<file path="config.mk">
export PLATFORM = sky130hd
export DESIGN_NAME = wbu_csr_regfile_ysyx_23060136
export DESIGN_NICKNAME = d
export VERILOG_FILES = /design/src/rtl/wbu_csr_regfile_ysyx_23060136_pkg.sv /design/src/rtl/wbu_csr_regfile_ysyx_23060136_alu.sv /design/src/rtl/wbu_csr_regfile_ysyx_23060136.sv
export SDC_FILE = /design/constraint.sdc
export NUM_CORES = 1
export LEC_CHECK = 0
export CAP_MARGIN = 20
export CORE_UTILIZATION = 60
export DETAILED_ROUTE_END_ITERATION = 10
export GPL_TIMING_DRIVEN = 0
export HOLD_SLACK_MARGIN = 0.1
export PLACE_DENSITY = 0.87
export SYNTH_ARGS = -nofsm -noshare
export SYNTH_HDL_FRONTEND = slang
export SYNTH_SLANG_ARGS = --single-unit
</file>
<file path="constraint.sdc">
create_clock -name clk -period 6.5 [get_ports clk]
set_clock_uncertainty 0.1 [all_clocks]
set_input_delay 1.3 -clock clk [delete_from_list [all_inputs] [get_ports clk]]
set_output_delay 1.3 -clock clk [all_outputs]
set_load 0.02 [all_outputs]
</file>
<file path="src/rtl/wbu_csr_regfile_ysyx_23060136_pkg.sv">
// csr_pkg_ysyx_23060136: shared CSR indices, op codes, mstatus layout and FSM states
package csr_pkg_ysyx_23060136;
  localparam logic [2:0] CSR_NONE      = 3'd0;
  localparam logic [2:0] CSR_MSTATUS   = 3'd1;
  localparam logic [2:0] CSR_MTVEC     = 3'd2;
  localparam logic [2:0] CSR_MEPC      = 3'd3;
  localparam logic [2:0] CSR_MCAUSE    = 3'd4;
  localparam logic [2:0] CSR_MVENDORID = 3'd5;
  localparam logic [2:0] CSR_MARCHID   = 3'd6;
  localparam logic [2:0] CSR_MCYCLE    = 3'd7;
  typedef enum logic [2:0] {
    OP_NONE  = 3'd0,
    OP_RW    = 3'd1,
    OP_RS    = 3'd2,
    OP_RC    = 3'd3,
    OP_ECALL = 3'd4,
    OP_MRET  = 3'd5
  } csr_op_e;
  localparam int MIE_BIT  = 3;
  localparam int MPIE_BIT = 7;
  localparam logic [31:0] MSTATUS_MASK = 32'h0000_1888;
  localparam logic [31:0] MSTATUS_MPP  = 32'h0000_1800;
  localparam logic [31:0] MCAUSE_ECALL = 32'd11;
  typedef enum logic {ST_IDLE, ST_FLUSH} state_e;
endpackage

</file>
<file path="src/rtl/wbu_csr_regfile_ysyx_23060136_alu.sv">
// csr_alu_ysyx_23060136: RW/RS/RC new-value computation with per-index write masking
module csr_alu_ysyx_23060136
  import csr_pkg_ysyx_23060136::*;
#(
  parameter int XLEN = 32
) (
  input  logic [2:0]      op,
  input  logic [2:0]      idx,
  input  logic [XLEN-1:0] old,
  input  logic [XLEN-1:0] wdata,
  output logic [XLEN-1:0] new_val,
  output logic            we
);
  logic [XLEN-1:0] raw;
  always_comb begin
    raw = op == OP_RW ? wdata : op == OP_RS ? (old | wdata) : (old & ~wdata);
    we = (op == OP_RW || op == OP_RS || op == OP_RC) &&
         (idx inside {CSR_MSTATUS, CSR_MTVEC, CSR_MEPC, CSR_MCAUSE});
    new_val = idx == CSR_MSTATUS ? ((raw & XLEN'(MSTATUS_MASK)) | XLEN'(MSTATUS_MPP)) :
              (idx == CSR_MTVEC || idx == CSR_MEPC) ? {raw[XLEN-1:2], 2'b00} : raw;
  end
endmodule

</file>
<file path="src/rtl/wbu_csr_regfile_ysyx_23060136.sv">
// wbu_csr_regfile_ysyx_23060136: machine-mode CSR file with commit-time updates and trap redirect
module wbu_csr_regfile_ysyx_23060136
  import csr_pkg_ysyx_23060136::*;
#(
  parameter int              XLEN          = 32,
  parameter logic [XLEN-1:0] MVENDORID_VAL = 32'h7973_7978,
  parameter logic [XLEN-1:0] MARCHID_VAL   = 32'h015F_DEA8
) (
  input  logic            clk,
  input  logic            rst,
  input  logic [2:0]      csr_rs_idx,
  output logic [XLEN-1:0] csr_rs_rdata,
  input  logic            commit_valid,
  output logic            commit_ready,
  input  logic [2:0]      commit_op,
  input  logic [2:0]      commit_rd_idx,
  input  logic [XLEN-1:0] commit_wdata,
  input  logic [XLEN-1:0] commit_pc,
  output logic            redirect_valid,
  output logic [XLEN-1:0] redirect_pc
);
  state_e state_q, state_d;
  logic [XLEN-1:0] mstatus, mtvec, mepc, mcause, new_val;
  logic [63:0] mcycle;
  logic [XLEN-1:0] csr_file [8];
  logic fire, we;
  assign fire = commit_valid && commit_ready;
  always_comb begin
    csr_file[CSR_NONE]      = '0;
    csr_file[CSR_MSTATUS]   = mstatus;
    csr_file[CSR_MTVEC]     = mtvec;
    csr_file[CSR_MEPC]      = mepc;
    csr_file[CSR_MCAUSE]    = mcause;
    csr_file[CSR_MVENDORID] = MVENDORID_VAL;
    csr_file[CSR_MARCHID]   = MARCHID_VAL;
    csr_file[CSR_MCYCLE]    = mcycle[XLEN-1:0];
  end
  assign csr_rs_rdata = csr_file[csr_rs_idx];
  csr_alu_ysyx_23060136 #(.XLEN(XLEN)) u_alu (
    .op     (commit_op),
    .idx    (commit_rd_idx),
    .old    (csr_file[commit_rd_idx]),
    .wdata  (commit_wdata),
    .new_val(new_val),
    .we     (we)
  );
  always_ff @(posedge clk) state_q <= rst ? ST_IDLE : state_d;
  always_comb
    state_d = state_q == ST_FLUSH ? ST_IDLE :
              (fire && (commit_op == OP_ECALL || commit_op == OP_MRET)) ? ST_FLUSH : ST_IDLE;
  always_comb begin
    commit_ready   = state_q == ST_IDLE;
    redirect_valid = state_q == ST_FLUSH;
  end
  always_ff @(posedge clk) mcycle <= rst ? '0 : mcycle + 64'd1;
  always_ff @(posedge clk) begin
    if (rst) begin
      mstatus     <= XLEN'(MSTATUS_MPP);
      mtvec       <= '0;
      mepc        <= '0;
      mcause      <= '0;
      redirect_pc <= '0;
    end else if (fire) begin
      if (commit_op == OP_ECALL) begin
        mepc              <= {commit_pc[XLEN-1:2], 2'b00};
        mcause            <= XLEN'(MCAUSE_ECALL);
        mstatus[MPIE_BIT] <= mstatus[MIE_BIT];
        mstatus[MIE_BIT]  <= 1'b0;
        redirect_pc       <= mtvec;
      end else if (commit_op == OP_MRET) begin
        mstatus[MIE_BIT]  <= mstatus[MPIE_BIT];
        mstatus[MPIE_BIT] <= 1'b1;
        redirect_pc       <= mepc;
      end else if (we) begin
        if (commit_rd_idx == CSR_MSTATUS) mstatus <= new_val;
        if (commit_rd_idx == CSR_MTVEC) mtvec <= new_val;
        if (commit_rd_idx == CSR_MEPC) mepc <= new_val;
        if (commit_rd_idx == CSR_MCAUSE) mcause <= new_val;
      end
    end
  end
endmodule

</file>
# Word-level counts from Yosys, hierarchy flattened
# Index checks and enable logic that the tools add are counted.
# classes
order_cmp,2
reduce_logical,21
bitwise_logic,8
mux,27
n_eq_ne,10
n_addsub,1
# ops
operator,n
$mux W32,17
$bmux W32 S3,2
$add A64 B1 Y64 const B,1
$and A32 B32 Y32,1
$not A32 Y32,1
$or A32 B32 Y32,1
$mux W8,2
$eq A3 B2 Y1 const B,4
$reduce_and A5 Y1,2
$eq A3 B3 Y1 const B,3
$ge A4 B4 Y1 const B,2
$not A3 Y4,2
$reduce_and A4 Y1,2
$reduce_bool A2 Y1,4
$eq A3 B1 Y1 const B,2
$reduce_bool A3 Y1,2
$mux W1,5
$logic_or A1 B1 Y1,4
$reduce_bool A4 Y1,1
$logic_and A1 B1 Y1,3
$not A1 Y1,3
$reduce_and A3 Y1,1
$mux W2,1
$ne A2 B2 Y1 const B,1
other kinds (2),2
# totals
regBits,225
output_inout_bits,66
word_cells,77
in_bits,76

# Longest topological paths before layout
# depth
depth_word,13
depth_mapped,8

# Hierarchy
# Synthesis repeated with hierarchy kept, for this count alone.
# hier_totals
cells_unflattened,1389
hier_area_um2,11210.8
# by_module_without_submodules
module,cells_per_inst,instances,area_per_inst_um2
wbu_csr_regfile_ysyx_23060136,1274,1,10378.7
csr_alu_ysyx_23060136,115,1,832.0

# Worst setup path before layout
# No wires, ideal clock.
# synth_timing
kind,input to output
start,input csr_rs_idx[2]
end,output csr_rs_rdata[11]
required_ns,5.100
path_stages,5
arrival_time_ns,2.799
slack_ns,2.301
path_cell_list,clkbuf_1 -> clkbuf_1 -> buf_1 -> a21oi_1 -> o31ai_1
# synth_via
elab_chain_len,4
# synth_rtl
item,line_no,source
"start, declared",wbu_csr_regfile_ysyx_23060136.sv:11,"input logic [2:0] csr_rs_idx,"
$not A3 Y4 (implied by the code),wbu_csr_regfile_ysyx_23060136.sv:38,assign csr_rs_rdata = csr_file[csr_rs_idx];
$bmux W32 S3,wbu_csr_regfile_ysyx_23060136.sv:38,
$mux W32 (implied by the code) (2 in a row),wbu_csr_regfile_ysyx_23060136.sv:38,
"end, declared",wbu_csr_regfile_ysyx_23060136.sv:12,"output logic [XLEN-1:0] csr_rs_rdata,"
# Every way passes these cells. The select of a mux whose other input is x is not followed.

# Worst setup path after layout
# layout_timing
start,input csr_rs_idx[1]
end,output csr_rs_rdata[11]
# Same word-level chain as after synthesis.

==> flow_summary.toml <==
[status]
outcome = "finished, violations left"
violations = "DRC"

[worst_hold_path]
whs_path_depth = 1
hold_class = "flip-flop to flip-flop"
hold-path-endpoint = "mstatus[11]"
min_from = "mstatus[11]"

[logic_synthesis]
synth_area_um2 = 10100
synth_edf_count = 0
synth_common_cells = "dfxtp_1, nor2_1, nand2_1, a21oi_1, clkbuf_1"
syn_avg_cell_area_um2 = 8.23
synth_top_cell_by_area = "dfxtp_1"
synth_area_leaders = "dfxtp_1, nor2_1, nand2_1"
synth_cell_types = 66
synth_nets = 1300
syn_inst = 1223
synth.most_common_cell = "dfxtp_1"
yosysSeqAreaShare = 0.384
netlist.area_leader.share = 0.384
async_flop_share = 0
synth_seq_cells = 193
synth_ff_type = "dfxtp_1"
yosys_warnings = 0

[drt]
vias = 11348
drt_iter0_markers = 1967
drt_wl_total_mm = 41.2
via_per_inst = 7.07
routedWlPerCell_um = 25.7
final_antenna_net_count = 0
first_pass_iters = 11
drc = 1

[cts]
cts-resized-gates = 0
cts_tree = "built"
cts_sinks = 193
htreeDepth = 4
ctsHoldBuffers = 0
cts_setup_buffers = 0
numCtsBuffers = 17
cts_buffer_depth = 2
clk_latency_ps = 440
cts_root_buf = "clkbuf_16"
cts.clk_slew.worst_paths_ps = 70

[die]
die_h_um = 131
fp.dieArea_um2 = 17300
initial_utilization = 0.624
dieWidth_um = 131
coreArea_um2 = 16100
io_pins = 142
rows = 46

[global_route]
grtUsageTotal = 0.468
grt_pass1_wl_mm = 61.5
grt_overflow = 0
grt_max_degree = 17
grt_pass1_vias = 10497
antenna_found_initial = 0

[power_and_ir_drop]
finalPower_uw = 2710
p_leak_uw = 0.00419
power_density_nw_per_um2 = 221
peakVddDrop_mv = 0.193

[sta]
maxSlewViolCount = 0
rsz0062_at_grt = "no"
relSlewSlack = 0.394
hold_ws_ps = 354
finalHoldViolations = 0
finalSetupTns_ps = 0
max_freq_mhz = 165
setup_viol = 0
worst_pin_slew_ps = 909
min_period_ps = 6060
fin_crit_sh = 0.932

[worst_setup_path]
startpoint_type = "input port"
crit_fanout = 10
rrSetupSlack_ps = 4090
crit_path_end_kind = "output port"
r2r_start = "redirect_valid"
worstPathRequired_ps = 5100
rr_endpoint = "mepc[9]"
crit_type = "input port to output port"
worstRegToRegCells = 6
crit_arrival_ps = 4660

[place]
dpl.hpwl_mm = 29.4
gp_congestion = 1.05
io_buffers = 134

[cells_and_area]
drive_gt1_frac = 0.0865
syn_to_final_growth_pct = 21.6
n_antenna_cell = 0
fin_nets = 1453

[job]
cap_violations = 0
==> stage by stage <==
step                      cells  cell area [um2]  setup slack [ps]  utilization
after floorplan            1223            10100              2300            -
after global placement     1573            11700               634        0.724
after detailed placement   1573            11700               623        0.724
after CTS                  1604            12200               634        0.759
after global routing       1604            12200               430        0.759
final                      1604            12200               440        0.759
==> logic make-up after synthesis <==
family / after synthesis / synth area share
AND/OR/NAND/NOR: 453 / 0.212
adder cells (fa/ha/maj): 1 / 0.00124
buffers and inverters: 128 / 0.0535
XOR/XNOR: 28 / 0.0244
multiplexers: 58 / 0.0619
AO/OA/AOI/OAI: 362 / 0.263
flip-flops: 193 / 0.384
==> report_power, final <==
| group | switching, uW | internal, uW |
|---|---|---|
| Clock | 485 | 548 |
| Sequential | 27.1 | 1200 |
| Combinational | 277 | 165 |
==> layout by cell type (no fill, tap or decap), types with 6 or more instances in the layout <==
cell type          n
dfxtp_1          193
nor2_1           177
clkdlybuf4s50_1  134
nand2_1          122
a21oi_1           67
clkbuf_1          64
a22oi_1           39
a311oi_1          36
mux2_2            34
buf_2             31
and2_1            31
a211oi_1          29
o2bb2ai_1         29
o22ai_1           26
o21ai_0           25
mux2i_1           24
inv_1             19
nand3_1           18
a221oi_1          17
clkbuf_16         17
xnor2_1           15
o221ai_1          14
and3_1            14
xor2_1            13
nor3_1            13
o31ai_1           12
a31oi_1           11
or3_1             10
buf_1             10
nand2b_1          10
nand4_1           10
and4_1             8
o311a_1            8
o31a_1             8
o221a_2            7
or2_1              7
o21ai_1            7
nor4_1             6
a2bb2oi_1          6
a32oi_1            6
==> cell type report <==
class                   instances  area [um2]
inverters                      19        71.3
multi-input cells             902        5660
clock inverters                12         110
fillers                      1281        3880
well taps                     216         270
flip-flops and latches        193        3860
plain buffers                 109         467
repair buffers                134        1340
clock buffers                  19         453
==> state kept, by name (all words and copies together) (netlist names) <==
| signal | flops |
|---|---|
| redirect_valid | 1 |
| mtvec | 32 |
| mcycle | 32 |
| mepc | 32 |
| mcause | 32 |
| mstatus | 32 |
| redirect_pc | 32 |
==> routing by layer <==
metal / part of all wire / track usage / vias to the layer above
li1: - / - / 4819
met4: 0.057 / 0.263 / 0
met5: 0 / 0 / -
met2: 0.42 / 0.685 / 1082
met1: 0.36 / 0.606 / 5222
met3: 0.17 / 0.147 / 225
==> critical path, stage by stage <==
cell             delay (ps)
clkdlybuf4s50_1         500
clkbuf_1                640
clkbuf_1                530
clkbuf_1                520
nor2_1                   80
o31ai_1                 390
clkdlybuf4s50_1         690
==> worst max path at each step <==
stage,startpoint,endpoint,cells past startpoint
6_report,csr_rs_idx[1],csr_rs_rdata[11],7
2_1_floorplan,csr_rs_idx[2],csr_rs_rdata[11],5
5_1_grt,csr_rs_idx[1],csr_rs_rdata[12],7
3_3_place_gp,csr_rs_idx[1],csr_rs_rdata[11],7
3_5_place_dp,csr_rs_idx[1],csr_rs_rdata[11],7
4_1_cts,csr_rs_idx[1],csr_rs_rdata[11],7
No activity file was read; power rests on OpenSTA's default activity.
